===== src/rtl/alu_share_ctrl_if.sv =====
// Request, grant and result bundle between two ALU requesters, the shared controller and the result sink.
interface alu_share_ctrl_if #(
  parameter int unsigned WIDTH = 32
);
  logic             req0;
  logic             req1;
  logic [2:0]       op0;
  logic [2:0]       op1;
  logic [WIDTH-1:0] a0;
  logic [WIDTH-1:0] b0;
  logic [WIDTH-1:0] a1;
  logic [WIDTH-1:0] b1;
  logic             gnt0;
  logic             gnt1;
  logic             res_valid;
  logic             res_ready;
  logic             res_id;
  logic [WIDTH-1:0] res_data;
  logic             res_carry;
  logic             res_zero;
  logic             busy;

  // Requester and consumer side
  modport master (
    output req0, req1, op0, op1, a0, b0, a1, b1, res_ready,
    input  gnt0, gnt1, res_valid, res_id, res_data, res_carry, res_zero, busy
  );

  // Controller side
  modport slave (
    input  req0, req1, op0, op1, a0, b0, a1, b1, res_ready,
    output gnt0, gnt1, res_valid, res_id, res_data, res_carry, res_zero, busy
  );
endinterface


===== src/rtl/alu_share_ctrl.sv =====
// Round-robin shared ALU controller: grants one of two requesters, executes the op
// (shifts iterate one bit per cycle) and holds a tagged result until accepted.
module alu_share_ctrl #(
  parameter int unsigned WIDTH = 32
) (
  input  logic             clk,
  input  logic             rst_n,
  alu_share_ctrl_if.slave  bus
);
  localparam int unsigned SHW = $clog2(WIDTH);

  localparam logic [2:0] OP_ADD = 3'd0;
  localparam logic [2:0] OP_SUB = 3'd1;
  localparam logic [2:0] OP_AND = 3'd2;
  localparam logic [2:0] OP_OR  = 3'd3;
  localparam logic [2:0] OP_XOR = 3'd4;
  localparam logic [2:0] OP_NOT = 3'd5;

  typedef enum logic [1:0] {
    S_IDLE  = 2'd0,
    S_EXEC  = 2'd1,
    S_SHIFT = 2'd2,
    S_DONE  = 2'd3
  } state_e;

  state_e           state_q, state_d;
  logic             last_id_q, last_id_d;
  logic             id_q, id_d;
  logic [2:0]       op_q, op_d;
  logic [WIDTH-1:0] a_q, a_d;
  logic [WIDTH-1:0] b_q, b_d;
  logic [WIDTH-1:0] work_q, work_d;
  logic [SHW-1:0]   cnt_q, cnt_d;
  logic [WIDTH-1:0] res_data_q, res_data_d;
  logic             res_carry_q, res_carry_d;
  logic             res_zero_q, res_zero_d;
  logic             res_id_q, res_id_d;
  logic             res_valid_q, res_valid_d;
  logic             busy_q, busy_d;

  logic             pick1_c;
  logic             grant_c;
  logic             gnt0_c;
  logic             gnt1_c;
  logic             is_shift_c;
  logic             shift_go_c;
  logic [SHW-1:0]   amt_c;
  logic [WIDTH:0]   alu_c;
  logic [WIDTH-1:0] shifted_c;

  // State register
  always_ff @(posedge clk) begin
    if (!rst_n) begin
      state_q <= S_IDLE;
    end else begin
      state_q <= state_d;
    end
  end

  // Next-state logic
  always_comb begin
    state_d = state_q;
    case (state_q)
      S_IDLE:  if (grant_c) state_d = S_EXEC;
      S_EXEC:  state_d = shift_go_c ? S_SHIFT : S_DONE;
      S_SHIFT: if (cnt_q == SHW'(1)) state_d = S_DONE;
      S_DONE:  if (bus.res_ready) state_d = S_IDLE;
      default: state_d = S_IDLE;
    endcase
  end

  // Grant outputs: only in IDLE, tie goes to the requester not served last
  always_comb begin
    pick1_c = bus.req1 & (~bus.req0 | ~last_id_q);
    grant_c = rst_n & (state_q == S_IDLE) & (bus.req0 | bus.req1);
    gnt0_c  = grant_c & ~pick1_c;
    gnt1_c  = grant_c & pick1_c;
  end

  // Single-cycle ALU on latched operands plus one-bit shifter step
  always_comb begin
    is_shift_c = op_q[2] & op_q[1];
    amt_c      = b_q[SHW-1:0];
    shift_go_c = is_shift_c & (amt_c != '0);
    shifted_c  = op_q[0] ? (work_q >> 1) : (work_q << 1);
    case (op_q)
      OP_ADD:  alu_c = {1'b0, a_q} + {1'b0, b_q};
      OP_SUB:  alu_c = {1'b0, a_q} + {1'b0, ~b_q} + (WIDTH+1)'(1);
      OP_AND:  alu_c = {1'b0, a_q & b_q};
      OP_OR:   alu_c = {1'b0, a_q | b_q};
      OP_XOR:  alu_c = {1'b0, a_q ^ b_q};
      OP_NOT:  alu_c = {1'b0, ~a_q};
      default: alu_c = {1'b0, a_q};  // shift by zero passes a through
    endcase
  end

  // Datapath next values: operand capture, shift iteration, result write
  always_comb begin
    last_id_d   = last_id_q;
    id_d        = id_q;
    op_d        = op_q;
    a_d         = a_q;
    b_d         = b_q;
    work_d      = work_q;
    cnt_d       = cnt_q;
    res_data_d  = res_data_q;
    res_carry_d = res_carry_q;
    res_zero_d  = res_zero_q;
    res_id_d    = res_id_q;
    res_valid_d = (state_d == S_DONE);
    busy_d      = (state_d != S_IDLE);
    case (state_q)
      S_IDLE: begin
        if (grant_c) begin
          id_d      = pick1_c;
          last_id_d = pick1_c;
          op_d      = pick1_c ? bus.op1 : bus.op0;
          a_d       = pick1_c ? bus.a1  : bus.a0;
          b_d       = pick1_c ? bus.b1  : bus.b0;
        end
      end
      S_EXEC: begin
        if (shift_go_c) begin
          work_d = a_q;
          cnt_d  = amt_c;
        end else begin
          res_data_d  = alu_c[WIDTH-1:0];
          res_carry_d = alu_c[WIDTH];
          res_zero_d  = (alu_c[WIDTH-1:0] == '0);
          res_id_d    = id_q;
        end
      end
      S_SHIFT: begin
        work_d = shifted_c;
        cnt_d  = cnt_q - SHW'(1);
        if (cnt_q == SHW'(1)) begin
          res_data_d  = shifted_c;
          res_carry_d = 1'b0;
          res_zero_d  = (shifted_c == '0);
          res_id_d    = id_q;
        end
      end
      default: ;
    endcase
  end

  // Datapath and result registers
  always_ff @(posedge clk) begin
    if (!rst_n) begin
      last_id_q   <= 1'b1;
      id_q        <= 1'b0;
      op_q        <= '0;
      a_q         <= '0;
      b_q         <= '0;
      work_q      <= '0;
      cnt_q       <= '0;
      res_data_q  <= '0;
      res_carry_q <= 1'b0;
      res_zero_q  <= 1'b0;
      res_id_q    <= 1'b0;
      res_valid_q <= 1'b0;
      busy_q      <= 1'b0;
    end else begin
      last_id_q   <= last_id_d;
      id_q        <= id_d;
      op_q        <= op_d;
      a_q         <= a_d;
      b_q         <= b_d;
      work_q      <= work_d;
      cnt_q       <= cnt_d;
      res_data_q  <= res_data_d;
      res_carry_q <= res_carry_d;
      res_zero_q  <= res_zero_d;
      res_id_q    <= res_id_d;
      res_valid_q <= res_valid_d;
      busy_q      <= busy_d;
    end
  end

  assign bus.gnt0      = gnt0_c;
  assign bus.gnt1      = gnt1_c;
  assign bus.res_valid = res_valid_q;
  assign bus.res_data  = res_data_q;
  assign bus.res_carry = res_carry_q;
  assign bus.res_zero  = res_zero_q;
  assign bus.res_id    = res_id_q;
  assign bus.busy      = busy_q;
endmodule


===== src/flat_wrapper.sv =====
// flat-port wrapper written by rule: the top's interface ports become plain ports
module alu_share_ctrl_flat 
#(
  parameter int unsigned WIDTH = 32
)
  (clk, rst_n, bus_req0, bus_req1, bus_op0, bus_op1, bus_a0, bus_b0, bus_a1, bus_b1, bus_res_ready, bus_gnt0, bus_gnt1, bus_res_valid, bus_res_id, bus_res_data, bus_res_carry, bus_res_zero, bus_busy);
  alu_share_ctrl_if #(.WIDTH(WIDTH)) bus_i ();
  input  logic clk;
  input  logic rst_n;
  input wire logic [$bits(bus_i.req0)-1:0] bus_req0;
  input wire logic [$bits(bus_i.req1)-1:0] bus_req1;
  input wire logic [$bits(bus_i.op0)-1:0] bus_op0;
  input wire logic [$bits(bus_i.op1)-1:0] bus_op1;
  input wire logic [$bits(bus_i.a0)-1:0] bus_a0;
  input wire logic [$bits(bus_i.b0)-1:0] bus_b0;
  input wire logic [$bits(bus_i.a1)-1:0] bus_a1;
  input wire logic [$bits(bus_i.b1)-1:0] bus_b1;
  input wire logic [$bits(bus_i.res_ready)-1:0] bus_res_ready;
  output wire logic [$bits(bus_i.gnt0)-1:0] bus_gnt0;
  output wire logic [$bits(bus_i.gnt1)-1:0] bus_gnt1;
  output wire logic [$bits(bus_i.res_valid)-1:0] bus_res_valid;
  output wire logic [$bits(bus_i.res_id)-1:0] bus_res_id;
  output wire logic [$bits(bus_i.res_data)-1:0] bus_res_data;
  output wire logic [$bits(bus_i.res_carry)-1:0] bus_res_carry;
  output wire logic [$bits(bus_i.res_zero)-1:0] bus_res_zero;
  output wire logic [$bits(bus_i.busy)-1:0] bus_busy;
  assign bus_i.req0 = bus_req0;
  assign bus_i.req1 = bus_req1;
  assign bus_i.op0 = bus_op0;
  assign bus_i.op1 = bus_op1;
  assign bus_i.a0 = bus_a0;
  assign bus_i.b0 = bus_b0;
  assign bus_i.a1 = bus_a1;
  assign bus_i.b1 = bus_b1;
  assign bus_i.res_ready = bus_res_ready;
  assign bus_gnt0 = bus_i.gnt0;
  assign bus_gnt1 = bus_i.gnt1;
  assign bus_res_valid = bus_i.res_valid;
  assign bus_res_id = bus_i.res_id;
  assign bus_res_data = bus_i.res_data;
  assign bus_res_carry = bus_i.res_carry;
  assign bus_res_zero = bus_i.res_zero;
  assign bus_busy = bus_i.busy;
  alu_share_ctrl #(.WIDTH(WIDTH)) u_core (.clk(clk), .rst_n(rst_n), .bus(bus_i));
endmodule

===== config.mk =====
export PLATFORM = sky130hd
export DESIGN_NAME = alu_share_ctrl_flat
export DESIGN_NICKNAME = d
export VERILOG_FILES = /design/src/rtl/alu_share_ctrl_if.sv /design/src/rtl/alu_share_ctrl.sv /design/src/flat_wrapper.sv
export SDC_FILE = /design/constraint.sdc
export NUM_CORES = 1
export LEC_CHECK = 0
export ABC_AREA = 1
export CORE_MARGIN = 8
export CORE_UTILIZATION = 55
export CTS_BUF_LIST = sky130_fd_sc_hd__clkbuf_8
export DETAILED_ROUTE_END_ITERATION = 10
export PLACE_DENSITY = 0.91
export SYNTH_ARGS = -nofsm -noshare
export SYNTH_HDL_FRONTEND = slang
export SYNTH_SLANG_ARGS = --single-unit

===== constraint.sdc =====
create_clock -name clk -period 2.95 [get_ports clk]
set_input_delay 0.59 -clock clk [delete_from_list [all_inputs] [get_ports clk]]
set_output_delay 0.59 -clock clk [all_outputs]
set_load 0.05 [all_outputs]

==> run_results.csv <==
group,metric,value,unit
outcome,status,"completed",
yosys,synth.most_common_cell,"nand2_1",
setup_path,reg2reg_from,"u_core.a_q[0]",
setup_path,end_kind,"flip-flop",
final_layout,design_area,17600,sq um
power,p_int,6640,uW
yosys,synth_cell_types,40,
power,power_frac_clock,11.3,%
placement,dp_hpwl,47700,um
die,start_util,55.7,%
placement,place_congestion,1.14,
grt,antenna_found_initial,1,
yosys,synthTopCellsByArea,"dfxtp_1 (22%), nand2_1 (19%), ha_1 (10%)",
clock_network,cts.clk_slew.worst_paths,0.09,ns
setup_path,startpoint,"u_core.a_q[0]",
yosys,synth_top_area_share,21.6,%
die,die-area,29700,sq um
power,switching_share,53.5,%
clock_network,numCtsBuffers,17,
sta,period_needed,2.88,ns
sta,fmax,0.347,GHz
drt,wl_per_cell,21.2,um
sta,worstMarginPinSlew,0.863,ns
yosys,synth_area,13500,sq um
yosys,synth_cells,2280,
sta,slew_violations,0,
yosys,seq_area_frac_synth,21.6,%
setup_path,crit_arrival,3.29,ns
sta,post-route-period-util,97.7,%
grt,gr-total-overflow,0,
grt,track_usage,40.3,%
setup_path,timing.rr.end,"u_core.bus.res_zero",
yosys,synth_common_cells,"nand2_1 (688), inv_1 (297), nor2_1 (199)",
job,cap_viol_max_count,0,
die,coreArea,24200,sq um
drt,drt-initial-drc-count,2654,
power,switchingPower,7650,uW
final_layout,area_growth,31.0,%
setup_path,start_kind,"flip-flop",
drt,vias,17800,
drt,drt_first_pass_iters,7,
final_layout,diodes,0,
power,p_seq_share,21.3,%
power,power_density,810,nW/um^2
setup_path,cp_max_fo,3,
sta,finalHoldViolCount,0,
power,combPwrFrac,67.4,%
placement,place_area,16800,sq um
drt,drcViolationCount,0,
grt,grt_pass1_wl,91600,um
yosys,syn-mean-instance-area,5.91,sq um
power,peakVddDrop,717,uV
drt,drtAntennaViolNets,0,
final_layout,fin_util,73.0,%
min_path,hp-class,"flip-flop to flip-flop",
final_layout,layout-drive-gt1-share,14.6,%
min_path,whs_endpoint,"u_core.bus.res_data[31]",
clock_network,insertion_delay,0.48,ns
min_path,hold_path_depth,2,
die,die_w,172,um
yosys,synth_edf_count,0,
die,io_pins,178,
yosys,async_reset_ff_share,0,%
yosys,ys_ff_latch,145,
clock_network,cts_tree,"done",
sta,setup_viol,0,
sta,slew_headroom,42.5,%
yosys,yosys.area.top_type,"dfxtp_1",
placement,port_buffers,177,
clock_network,clock_path_buffers,2,
clock_network,htreeDepth,4,
sta,fin_worst_skew,0.0174,ns
die,die_h,172,um
clock_network,cts_root_buf,"clkbuf_8",
power,leakagePower,0.00803,uW
setup_path,worstSetupPathType,"flip-flop to flip-flop",
yosys,yosys_warnings,0,
grt,grt_max_degree,75,
grt,grt_pass1_vias,16700,
yosys,synthFlopType,"dfxtp_1",
drt,wirelength,61800,um
drt,routed_via_density,6.12,
setup_path,r2r_cells,21,
final_layout,finalNetCount,2826,
die,num_rows,57,
setup_path,r2r_slack,0.07,ns
clock_network,clock-sinks,145,
min_path,min-delay-start,"u_core.bus.res_data[31]",
yosys,synthesis.nets,2533,
setup_path,cp.required,3.36,ns
-- final cells by class --
| class | count | area, sq um |
|---|---|---|
| Clock buffer | 17 | 234 |
| Clock inverter | 14 | 144 |
| Fill cell | 2018 | 6540 |
| Inverter | 309 | 1160 |
| Multi-Input combinational cell | 1713 | 9340 |
| Sequential cell | 145 | 2910 |
| Tap cell | 324 | 405 |
| Timing Repair Buffer | 387 | 3440 |
-- timing repair --
action	4_1_cts	5_1_grt
setup endpoints to repair	1	8
hold buffers	0	0
hold endpoints to repair	0	0
pin swaps	4	17
buffers inserted	2	7
resized for setup	3	105
-- worst max path at each step --
stage	to	slack, ns	depth (start not counted)
after detailed placement	u_core.bus.res_zero	-0.15	18
after floorplan	bus_gnt1	0.38	5
final	u_core.bus.res_zero	0.07	21
after global placement	u_core.bus.res_zero	-0.18	17
after CTS	u_core.bus.res_zero	0.001	18
after global routing	u_core.bus.res_zero	-0.06	18
-- sequential cells by signal (all words and copies together) (netlist names), 2 cells and up --
register	cells
u_core.bus.res_data	32
u_core.op_q	3
u_core.a_q	32
u_core.work_q	32
u_core.b_q	32
u_core.cnt_q	5
u_core.state_q	2
-- cell families (layout without fill, tap and decap cells) --
group / Yosys count / after routing / share of synthesized area, %
XOR/XNOR: 3 / 3 / 0.195
adder cells (fa/ha/maj): 114 / 114 / 10.7
buffers and inverters: 422 / 727 / 12.3
multiplexers: 13 / 13 / 0.966
AND/OR/NAND/NOR: 1181 / 1181 / 36.7
flip-flops: 145 / 145 / 21.6
AO/OA/AOI/OAI: 402 / 402 / 17.6
-- power groups by stage --
stage               combinational (uW)  sequential (uW)  clock [uW]
CTS                               8950             2990        1600
finish                            9630             3040        1620
global route                     10300             3080        1680
floorplan                         4570             3780           0
global placement                  8710             3000           0
detailed placement                8860             3030           0
-- worst max-delay path, stage by stage, from the launching register on --
cell     delay, ns
dfxtp_4       0.38
ha_4          0.14
inv_2         0.04
fa_2          0.41
inv_2         0.08
nand2_2       0.05
nand2_2       0.09
nand3_2       0.08
nand2_2       0.12
buf_4         0.13
nand2_1       0.11
nand2_1       0.13
nand2_1       0.14
nand2_1       0.10
nand2_1       0.07
nand3_1       0.07
nand4_1       0.11
nor2_1        0.14
nand3_1       0.10
nor2_1        0.12
nand2_1       0.08
a21oi_2       0.13
-- metal layers --
| layer | share of wire, % | track usage (%) |
|---|---|---|
| met3 | 11 | 8.81 |
| met4 | 10 | 34.8 |
| met1 | 35 | 45.1 |
| met2 | 44 | 64.4 |
| met5 | 0.018 | 0 |
-- per-stage QoR --
| step | setup TNS, ns | cells | hold slack (ns) | power (uW) | setup WS (ns) |
|---|---|---|---|---|---|
| 2_1_floorplan | 0 | 2280 | 0.430 | 8350 | 0.378 |
| 3_3_place_gp | -0.178 | 2869 | 0.446 | 11700 | -0.178 |
| 3_5_place_dp | -0.151 | 2869 | 0.457 | 11900 | -0.151 |
| 4_1_cts | 0 | 2902 | 0.471 | 13500 | 0.00123 |
| 5_1_grt | -0.0580 | 2909 | 0.513 | 15000 | -0.0580 |
| 6_report | 0 | 2909 | 0.472 | 14300 | 0.0691 |
-- cell usage in the layout, fill, tap and decap left out, types with 3 or more instances in the layout --
master / n
a31oi_1: 106
inv_1: 288
or2_2: 21
o211ai_1: 3
nor2_4: 5
o21ai_1: 8
nand3_1: 178
dfxtp_2: 3
nor3_1: 15
nor3_2: 3
o21bai_1: 10
clkbuf_8: 17
dfxtp_1: 140
buf_12: 8
and2_1: 8
ha_1: 90
clkinvlp_4: 4
inv_2: 21
o22ai_1: 29
inv_6: 6
ha_2: 8
buf_4: 203
mux2i_1: 13
a211oi_1: 13
nand3_4: 5
nor2_1: 180
a21oi_1: 66
nand2_1: 675
a21oi_2: 7
nor2_2: 19
clkdlybuf4s50_1: 174
o21ai_0: 128
nand4_1: 48
nand2_2: 16
a221oi_1: 28
ha_4: 14
No activity file was read; power rests on OpenSTA's default activity.
